<file path="src/rtl/modbus_rtu_rx_framer_if.sv">
// modbus_rtu_rx_framer_if: UART receive strobes in, validated frame byte stream out
interface modbus_rtu_rx_framer_if;
    logic [7:0] i_rx_data;
    logic       i_rx_valid;
    logic       i_rx_err;
    logic [7:0] i_my_addr;
    logic       i_m_ready;
    logic [7:0] o_m_data;
    logic       o_m_valid;
    logic       o_m_last;
    logic       o_frame_ok;
    logic       o_frame_err;
    logic       o_busy;
    modport master (
        output i_rx_data, i_rx_valid, i_rx_err, i_my_addr, i_m_ready,
        input  o_m_data, o_m_valid, o_m_last, o_frame_ok, o_frame_err, o_busy
    );
    modport slave (
        input  i_rx_data, i_rx_valid, i_rx_err, i_my_addr, i_m_ready,
        output o_m_data, o_m_valid, o_m_last, o_frame_ok, o_frame_err, o_busy
    );
endinterface

</file>
<file path="src/rtl/modbus_rtu_rx_framer.sv">
// modbus_rtu_rx_framer: silence-delimited Modbus RTU frames, CRC/address check, buffered delivery
module modbus_rtu_rx_framer #(
    parameter int T15_CYCLES = 20625,
    parameter int T35_CYCLES = 48125,
    parameter int MAX_LEN    = 256
) (
    input logic clk,
    input logic rst,
    modbus_rtu_rx_framer_if.slave bus
);
    localparam int GW = $clog2(T35_CYCLES + 1);
    localparam int LW = $clog2(MAX_LEN + 1);
    localparam int AW = $clog2(MAX_LEN);
    localparam logic [GW-1:0] T15_G = GW'(T15_CYCLES);
    localparam logic [GW-1:0] T35_G = GW'(T35_CYCLES);
    localparam logic [LW-1:0] MAX_L = LW'(MAX_LEN);

    typedef enum logic [2:0] {S_INIT, S_IDLE, S_RECEIVE, S_CHECK, S_DELIVER} state_t;

    state_t          r_state;
    logic [GW-1:0]   r_gap;
    logic [LW-1:0]   r_len;
    logic [LW-1:0]   r_rd;
    logic [15:0]     r_crc;
    logic            r_err;
    logic [7:0]      r_byte0;
    logic [7:0]      r_mem [MAX_LEN];
    logic [7:0]      r_m_data;
    logic            r_m_valid;
    logic            r_m_last;
    logic            r_frame_ok;
    logic            r_frame_err;
    logic            r_busy;

    logic [15:0]     w_crc_next;
    logic [LW-1:0]   w_last_idx;
    logic            w_good;
    logic            w_fetch;
    logic            w_wr;
    logic [AW-1:0]   w_wr_idx;

    function automatic logic [15:0] crc_byte(input logic [15:0] c, input logic [7:0] d);
        logic [15:0] x;
        x = c ^ {8'h00, d};
        for (int k = 0; k < 8; k++) x = x[0] ? ((x >> 1) ^ 16'hA001) : (x >> 1);
        return x;
    endfunction

    assign w_crc_next = crc_byte((r_state == S_IDLE) ? 16'hFFFF : r_crc, bus.i_rx_data);
    assign w_last_idx = r_len - LW'(3);
    assign w_good     = !r_err && r_len >= LW'(4) && r_crc == 16'h0000 &&
                        (r_byte0 == bus.i_my_addr || r_byte0 == 8'h00);
    assign w_fetch    = r_state == S_DELIVER && r_rd <= w_last_idx && (!r_m_valid || bus.i_m_ready);
    assign w_wr       = bus.i_rx_valid && (r_state == S_IDLE || (r_state == S_RECEIVE && r_len != MAX_L));
    assign w_wr_idx   = (r_state == S_IDLE) ? '0 : r_len[AW-1:0];

    // Silence timer: any line activity restarts it, saturates at the end-of-frame gap
    always_ff @(posedge clk) begin
        if (!rst) r_gap <= '0;
        else if (bus.i_rx_valid || bus.i_rx_err) r_gap <= '0;
        else if (r_gap != T35_G) r_gap <= r_gap + GW'(1);
    end

    // Frame buffer: opening byte at index 0, later bytes at index len until full
    always_ff @(posedge clk) begin
        if (w_wr) r_mem[w_wr_idx] <= bus.i_rx_data;
    end

    // Framing FSM: wait for silence, collect, validate once, then stream the payload
    always_ff @(posedge clk) begin
        if (!rst) begin
            r_state     <= S_INIT;
            r_len       <= '0;
            r_rd        <= '0;
            r_crc       <= '0;
            r_err       <= 1'b0;
            r_byte0     <= '0;
            r_m_data    <= '0;
            r_m_valid   <= 1'b0;
            r_m_last    <= 1'b0;
            r_frame_ok  <= 1'b0;
            r_frame_err <= 1'b0;
            r_busy      <= 1'b0;
        end else begin
            r_frame_ok  <= 1'b0;
            r_frame_err <= 1'b0;
            case (r_state)
                S_INIT: begin
                    r_busy <= r_gap != T35_G;
                    if (r_gap == T35_G) r_state <= S_IDLE;
                end
                S_IDLE: begin
                    if (bus.i_rx_valid) begin
                        r_state <= S_RECEIVE;
                        r_busy  <= 1'b1;
                        r_len   <= LW'(1);
                        r_crc   <= w_crc_next;
                        r_byte0 <= bus.i_rx_data;
                        r_err   <= bus.i_rx_err;
                    end
                end
                S_RECEIVE: begin
                    if (bus.i_rx_valid) begin
                        if (r_gap > T15_G || r_len == MAX_L || bus.i_rx_err) r_err <= 1'b1;
                        if (r_len != MAX_L) r_len <= r_len + LW'(1);
                        r_crc <= w_crc_next;
                    end else if (bus.i_rx_err) begin
                        r_err <= 1'b1;
                    end else if (r_gap == T35_G) begin
                        r_state <= S_CHECK;
                    end
                end
                S_CHECK: begin
                    r_frame_ok  <= w_good;
                    r_frame_err <= !w_good;
                    r_busy      <= w_good;
                    r_rd        <= '0;
                    r_state     <= w_good ? S_DELIVER : S_IDLE;
                end
                S_DELIVER: begin
                    if (w_fetch) begin
                        r_m_data  <= r_mem[r_rd[AW-1:0]];
                        r_m_last  <= r_rd == w_last_idx;
                        r_m_valid <= 1'b1;
                        r_rd      <= r_rd + LW'(1);
                    end else if (r_m_valid && bus.i_m_ready) begin
                        r_m_valid <= 1'b0;
                        r_m_last  <= 1'b0;
                        if (r_m_last) r_state <= S_INIT;
                    end
                end
                default: r_state <= S_INIT;
            endcase
        end
    end

    assign bus.o_m_data    = r_m_data;
    assign bus.o_m_valid   = r_m_valid;
    assign bus.o_m_last    = r_m_last;
    assign bus.o_frame_ok  = r_frame_ok;
    assign bus.o_frame_err = r_frame_err;
    assign bus.o_busy      = r_busy;
endmodule

</file>
<file path="src/flat_wrapper.sv">
// flat-port wrapper written by rule: the top's interface ports become plain ports
module modbus_rtu_rx_framer_flat 
#(
    parameter int T15_CYCLES = 20625,
    parameter int T35_CYCLES = 48125,
    parameter int MAX_LEN    = 256
)
  (clk, rst, bus_i_rx_data, bus_i_rx_valid, bus_i_rx_err, bus_i_my_addr, bus_i_m_ready, bus_o_m_data, bus_o_m_valid, bus_o_m_last, bus_o_frame_ok, bus_o_frame_err, bus_o_busy);
  modbus_rtu_rx_framer_if bus_i ();
  input logic clk;
  input logic rst;
  input wire logic [$bits(bus_i.i_rx_data)-1:0] bus_i_rx_data;
  input wire logic [$bits(bus_i.i_rx_valid)-1:0] bus_i_rx_valid;
  input wire logic [$bits(bus_i.i_rx_err)-1:0] bus_i_rx_err;
  input wire logic [$bits(bus_i.i_my_addr)-1:0] bus_i_my_addr;
  input wire logic [$bits(bus_i.i_m_ready)-1:0] bus_i_m_ready;
  output wire logic [$bits(bus_i.o_m_data)-1:0] bus_o_m_data;
  output wire logic [$bits(bus_i.o_m_valid)-1:0] bus_o_m_valid;
  output wire logic [$bits(bus_i.o_m_last)-1:0] bus_o_m_last;
  output wire logic [$bits(bus_i.o_frame_ok)-1:0] bus_o_frame_ok;
  output wire logic [$bits(bus_i.o_frame_err)-1:0] bus_o_frame_err;
  output wire logic [$bits(bus_i.o_busy)-1:0] bus_o_busy;
  assign bus_i.i_rx_data = bus_i_rx_data;
  assign bus_i.i_rx_valid = bus_i_rx_valid;
  assign bus_i.i_rx_err = bus_i_rx_err;
  assign bus_i.i_my_addr = bus_i_my_addr;
  assign bus_i.i_m_ready = bus_i_m_ready;
  assign bus_o_m_data = bus_i.o_m_data;
  assign bus_o_m_valid = bus_i.o_m_valid;
  assign bus_o_m_last = bus_i.o_m_last;
  assign bus_o_frame_ok = bus_i.o_frame_ok;
  assign bus_o_frame_err = bus_i.o_frame_err;
  assign bus_o_busy = bus_i.o_busy;
  modbus_rtu_rx_framer #(.T15_CYCLES(T15_CYCLES), .T35_CYCLES(T35_CYCLES), .MAX_LEN(MAX_LEN)) u_core (.clk(clk), .rst(rst), .bus(bus_i));
endmodule
</file>
<file path="config.mk">
export PLATFORM = sky130hd
export DESIGN_NAME = modbus_rtu_rx_framer_flat
export DESIGN_NICKNAME = d
export VERILOG_FILES = /design/src/rtl/modbus_rtu_rx_framer_if.sv /design/src/rtl/modbus_rtu_rx_framer.sv /design/src/flat_wrapper.sv
export SDC_FILE = /design/constraint.sdc
export NUM_CORES = 2
export LEC_CHECK = 0
export CORE_MARGIN = 2
export CORE_UTILIZATION = 36
export CTS_BUF_LIST = sky130_fd_sc_hd__clkbuf_16
export CTS_CLUSTER_SIZE = 16
export DETAILED_ROUTE_END_ITERATION = 8
export GPL_TIMING_DRIVEN = 0
export MAX_ROUTING_LAYER = met4
export PLACE_DENSITY_LB_ADDON = 0.12
export SLEW_MARGIN = 20
export SYNTH_ARGS = -nofsm -noshare
export SYNTH_HDL_FRONTEND = slang
export SYNTH_SLANG_ARGS = --single-unit
</file>
<file path="constraint.sdc">
create_clock -name clk -period 8.4 [get_ports clk]
set_clock_uncertainty 0.05 [all_clocks]
set_input_delay 0.84 -clock clk [delete_from_list [all_inputs] [get_ports clk]]
set_output_delay 0.84 -clock clk [all_outputs]
set_load 0.02 [all_outputs]
</file>
Word level (Yosys, flattened, before mapping)

Memories as Yosys holds them, arrays and structs flattened. A register that Yosys moved wholly into a read port is not among the register bits.
Index checks and enable logic that the tools add are counted.
Widths: inputs -> output; s select.

Flip-flop bits (word level): 67
RAM bits: 2048
Input bits: 21
Output and inout port bits: 13
Word-level logic and storage cells: 128
Memories: 1

$add $sub $neg: 4
$lt $le $gt $ge: 3
Equality and inequality tests: 23
Mux-type cells: 38
Bitwise logic cells: 10
Reduce and logical (&&, ||, !) cells: 37

Memory list:

| name         | depth | width | rd ports | clocked after Yosys merged registers in | wr ports | RTL line                   | source |
|---|---|---|---|---|---|---|---|
| u_core.r_mem | 256   | 8     | 1        | 1                                       | 1        | modbus_rtu_rx_framer.sv:27 | `logic [7:0] r_mem [MAX_LEN];` |

Operators by type and width:

| cell                  | count |
|---|---|
| $mux 16               | 9 |
| $mux 9                | 4 |
| $pmux 9 s2            | 2 |
| $mux 3                | 9 |
| $not 2->3             | 8 |
| $add 9x1->9 const B   | 2 |
| $add 16x1->16 const B | 1 |
| $eq 16x16->1 const B  | 1 |
| $gt 16x15->1 const B  | 1 |
| $logic_not 16->1      | 1 |
| $ne 16x16->1 const B  | 1 |
| $ne 2x2->1 const B    | 8 |
| $xor 16x8->16         | 1 |
| $pmux 3 s5            | 1 |
| $reduce_and 2->1      | 7 |
| $mux 1                | 10 |
| $eq 9x9->1            | 1 |
| $eq 9x9->1 const B    | 1 |
| $ge 9x3->1 const B    | 1 |
| $le 9x9->1            | 1 |
| $ne 9x9->1 const B    | 1 |
| $sub 9x2->9 const B   | 1 |
| $eq 8x8->1            | 1 |
| $logic_and 1x1->1     | 8 |
| other kinds (18)      | 34 |

Longest topological paths before layout

Depth after elaboration: 19
Depth in mapped cells: 16
Mapped depth without buffers: 12

Worst setup path after synthesis

No wires, ideal clock.

Path kind: reg-to-reg
From: reg u_core.r_rd[0]
To: reg u_core.r_rd[6]
Setup time: 0.071 ns
Data arrival time: 3.279 ns
Slack: 4.999 ns
Stages on the path, launching flop included: 17
Clock period less this slack: 3.401 ns
Cell sequence: dfxtp_1 > buf_4 > buf_6 > buf_6 > buf_6 > buf_4 > buf_4 > inv_1 > ha_1 > nand4_1 > or3_1 > o21ai_1 > o221a_2 > a21oi_1 > clkbuf_1 > or3_1 > a21oi_1

Cells in the longest elaborated chain, start to end: 5

Ends and longest elaborated chain:

| element                           | RTL line                    | source |
|---|---|---|
| from (decl)                       | modbus_rtu_rx_framer.sv:23  | `logic [LW-1:0] r_rd;` |
| from (signal assigned)            | modbus_rtu_rx_framer.sv:125 | `r_rd <= r_rd + LW'(1);` |
| $le 9x9->1                        | modbus_rtu_rx_framer.sv:53  | `assign w_fetch = r_state == S_DELIVER && r_rd <= w_last_idx && (!r_m_valid \|\| bus.i_m_ready);` |
| $logic_and 1x1->1 (2 in series)   | modbus_rtu_rx_framer.sv:53  |  |
| $ne 2x1->1 (no source line)       | -                           |  |
| $reduce_and 2->1 (no source line) | -                           |  |

Several ways; a longest one is shown, not always the timed one. The select of a mux whose other input is x is not followed.
A chain may end at the register's enable or synchronous reset.

Final worst setup path

From: reg u_core.r_rd[1]
To: reg u_core.r_m_data[5], in the netlist u_core.bus.o_m_data[5] (read register of u_core.r_mem)

Cells in the longest elaborated chain, start to end: 4

Ends and longest elaborated chain:

| element                           | RTL line                   | source |
|---|---|---|
| $le 9x9->1                        | modbus_rtu_rx_framer.sv:53 |  |
| $logic_and 1x1->1 (2 in series)   | modbus_rtu_rx_framer.sv:53 |  |
| $reduce_and 2->1 (no source line) | -                          |  |
| to (decl)                         | modbus_rtu_rx_framer.sv:28 | `logic [7:0] r_m_data;` |

Several ways; a longest one is shown, not always the timed one.

==> flow_metrics.env <==
export IMPL_status="completed"
export IMPL_syn_avg_cell_area_um2=20.0
export IMPL_vias_per_cell=6.28
export IMPL_antenna_found_initial=30
export IMPL_whs_path_depth=1
export IMPL_yosys_most_used_dff="edfxtp_1"
export IMPL_clk_pin_slew_ns=0.06
export IMPL_wire_per_inst_um=46.5
export IMPL_ir_worst_vdd_uv=196
export IMPL_hold_path_startpoint="bus_i_rx_data[1]"
export IMPL_grt_overflow_total=0
export IMPL_cts_hold_fix_buffers=0
export IMPL_clk_latency_ns=0.89
export IMPL_max_freq_mhz=165
export IMPL_p_int_uw=17000
export IMPL_drtIter0Drc=8685
export IMPL_die_h_um=486
export IMPL_cts_sinks=2123
export IMPL_nets=4550
export IMPL_cts_made_buffers=227
export IMPL_nFillCells=20300
export IMPL_syn_nets=4219
export IMPL_drt_wl_total_um=360000
export IMPL_post_cts_buffers=0
export IMPL_worstSetupPathType="register to register"
export IMPL_dr_pass1_iters=7
export IMPL_crit_path_end_kind="register"
export IMPL_netSwitchingFraction_pct=21.4
export IMPL_final_hold_viol_count=0
export IMPL_synth_cells=4183
export IMPL_critPathSlowestCell="buf_2"
export IMPL_setup_ws_ns=2.34
export IMPL_drc=0
export IMPL_htree_levels=4
export IMPL_min_period_over_period_pct=72.1
export IMPL_powerDensity_mw_per_mm2=224
export IMPL_path_cells="buf_4 > buf_2 > buf_2 > buf_2 > mux4_2 > mux2i_1 > o21ai_0 > a22oi_1 > nor4b_1 > nor2_1"
export IMPL_clockPowerShare_pct=45.2
export IMPL_cts_root_buf="clkbuf_16"
export IMPL_grtUsageTotal_pct=31.2
export IMPL_worst_pin_slew_ns=1.37
export IMPL_timing_max_cap_violations=0
export IMPL_synth_seq_cells=2123
export IMPL_dp_cells=7311
export IMPL_cts_buffer_depth=3
export IMPL_rsz0062_at_grt="false"
export IMPL_r2r_start="u_core.r_rd[1]"
export IMPL_synth_warnings=0
export IMPL_portBuffers=32
export IMPL_cts_tree="done"
export IMPL_cp_max_fo=11
export IMPL_synthArstFlopShare_pct=0
export IMPL_grt_pass1_vias=45700
export IMPL_period_minus_slack_ns=6.06
export IMPL_cts_resized=0
export IMPL_synth_edf_count=2048
export IMPL_drv_slew=0
export IMPL_cpLargestDelayFamily="buffers and inverters"
export IMPL_grt_pass1_wl_um=465000
export IMPL_seq_area_frac_synth_pct=75.4
export IMPL_path_buf_inv=4
export IMPL_grt_max_degree=113
export IMPL_power_uw=21600
export IMPL_core_mm2=0.230
export IMPL_holdPathEnd="u_core.r_mem[160][1]"
export IMPL_slew_headroom_pct=8.95
export IMPL_start_util_pct=36.3
export IMPL_timing_reg2reg_setup_slack_ns=2.34
export IMPL_final_cell_mix="edfxtp_1, mux4_2, nor2_1"
export IMPL_gp_congestion=0.961
export IMPL_leakagePower_uw=0.0297
export IMPL_cp_start_kind="register"
export IMPL_syn_cell_area_mm2=0.0835
export IMPL_final_common_cell="edfxtp_1"
export IMPL_crit_path_frequent_cell="buf_2"
export IMPL_vias=48700
export IMPL_postRouteAntennaNets=0
export IMPL_cp_required_ns=9.13
export IMPL_drive_gt1_share_pct=23.9
export IMPL_boundaryPins=34
export IMPL_stdcell_count=7756
export IMPL_hold_class="input port to register"
export IMPL_p_switching_uw=4620
export IMPL_r2r_cells=10
export IMPL_pre_cts_ws_ns=2.61
export IMPL_setup_viol=0
export IMPL_hpwl_um=238000
export IMPL_die_area_mm2=0.236
export IMPL_arrival_ns=6.79
export IMPL_rr_endpoint="u_core.bus.o_m_data[5]"
export IMPL_cpPeakStageDelay_ns=1.08
export IMPL_p_comb_share_pct=1.2
export IMPL_synthDistinctLibCells=73
export IMPL_area_growth_pct=15.7
export IMPL_rows=176
export IMPL_seqPwrFrac_pct=53.6
export IMPL_die_x_um=486
[cell usage after synthesis, types with 9 or more instances]
master | instances | area share (%)
ha_1 | 15 | 0.22
a211oi_1 | 15 | 0.13
a221oi_1 | 40 | 0.42
nor4_1 | 22 | 0.16
nor2b_1 | 24 | 0.18
a22o_1 | 22 | 0.23
a2111oi_0 | 9 | 0.094
o21ai_1 | 10 | 0.060
nor3_1 | 26 | 0.16
inv_1 | 10 | 0.045
dfxtp_1 | 75 | 1.8
xnor2_1 | 39 | 0.41
a21boi_0 | 24 | 0.22
edfxtp_1 | 2048 | 74
nor2_1 | 330 | 1.5
mux2_2 | 18 | 0.24
clkbuf_1 | 119 | 0.53
mux2i_1 | 105 | 1.3
or3_1 | 10 | 0.075
buf_6 | 27 | 0.36
nand2_1 | 155 | 0.70
a22oi_1 | 71 | 0.64
nand2b_1 | 13 | 0.097
nand3_1 | 37 | 0.22
o21ai_0 | 65 | 0.39
o22ai_1 | 27 | 0.20
and2_1 | 12 | 0.090
buf_1 | 9 | 0.040
mux4_2 | 489 | 13
a21oi_1 | 61 | 0.37
xor2_1 | 23 | 0.24
nand4_1 | 25 | 0.19
buf_2 | 51 | 0.31
buf_4 | 30 | 0.27
a31oi_1 | 18 | 0.13
[through the flow]
stage	utilization [%]	setup TNS, ns	hold WS, ns	area, µm²
after floorplan	-	0	0.403	83500
after global placement	38.1	-4757.91	0.421	87700
after detailed placement	38.8	0	0.433	89500
after CTS	41.9	0	0.285	96600
after global routing	42.0	0	0.315	96600
final	42.0	0	0.314	96700
[power by group through the flow]
| stage | Clock, µW | Combinational, µW | Sequential, µW |
|---|---|---|---|
| floorplan | 0 | 26.0 | 11800 |
| global placement | 0 | 224 | 12000 |
| detailed placement | 0 | 259 | 11800 |
| CTS | 9800 | 259 | 11600 |
| global route | 10200 | 273 | 11600 |
| finish | 9770 | 259 | 11600 |
[cell type report]
| type | instances | area, µm² | area share, % |
|---|---|---|---|
| clock inverters | 194 | 1370 | 1.42 |
| plain buffers | 245 | 1530 | 1.58 |
| inverters | 13 | 48.8 | 0.0505 |
| repair buffers | 102 | 1940 | 2.01 |
| multi-input cells | 1802 | 19200 | 19.8 |
| clock buffers | 230 | 5760 | 5.95 |
| diodes | 21 | 52.6 | 0.0544 |
| well taps | 3026 | 3790 | 3.92 |
| flip-flops and latches | 2123 | 63000 | 65.2 |
[cell families (layout without fill, tap and decap cells)]
family,after synthesis,count (layout),synth area share (%)
mux,612,612,14.7
buf+inv,258,784,1.78
compound gates,420,420,3.50
fa+ha+maj,15,15,0.225
other cells,0,21,0
xor+xnor,65,65,0.731
flops,2123,2123,75.4
simple gates,690,690,3.68
[state kept, by name (all words and copies together), names as in the netlist, 3 cells and up]
| register | flops |
|---|---|
| u_core.r_gap | 16 |
| u_core.r_byte0 | 8 |
| u_core.r_len | 9 |
| u_core.r_state | 3 |
| u_core.r_mem | 2048 |
| u_core.bus.o_m_data | 8 |
| u_core.r_rd | 9 |
| u_core.r_crc | 16 |
[per-layer routing]
layer | vias to the layer above | global-route usage [%] | wire length, µm
met5 | - | - | 0
met4 | 0 | 13.7 | 19400
met3 | 739 | 8.35 | 38900
met2 | 3300 | 44.9 | 159000
met1 | 26700 | 41.6 | 143000
li1 | 18000 | - | -
[worst max path at each step]
stage	cells after the start	from	to	slack [ns]
3_5_place_dp	16	u_core.r_rd[0]	u_core.bus.o_m_data[0]	2.61
4_1_cts	16	u_core.r_rd[0]	u_core.bus.o_m_data[0]	2.58
2_1_floorplan	16	u_core.r_rd[0]	u_core.r_rd[6]	5.00
3_3_place_gp	7	bus_i_rx_data[5]	u_core.r_crc[0]	-3.78
6_report	10	u_core.r_rd[1]	u_core.bus.o_m_data[5]	2.34
5_1_grt	16	u_core.r_rd[0]	u_core.bus.o_m_data[0]	2.32
(Power assumes the default switching activity.)
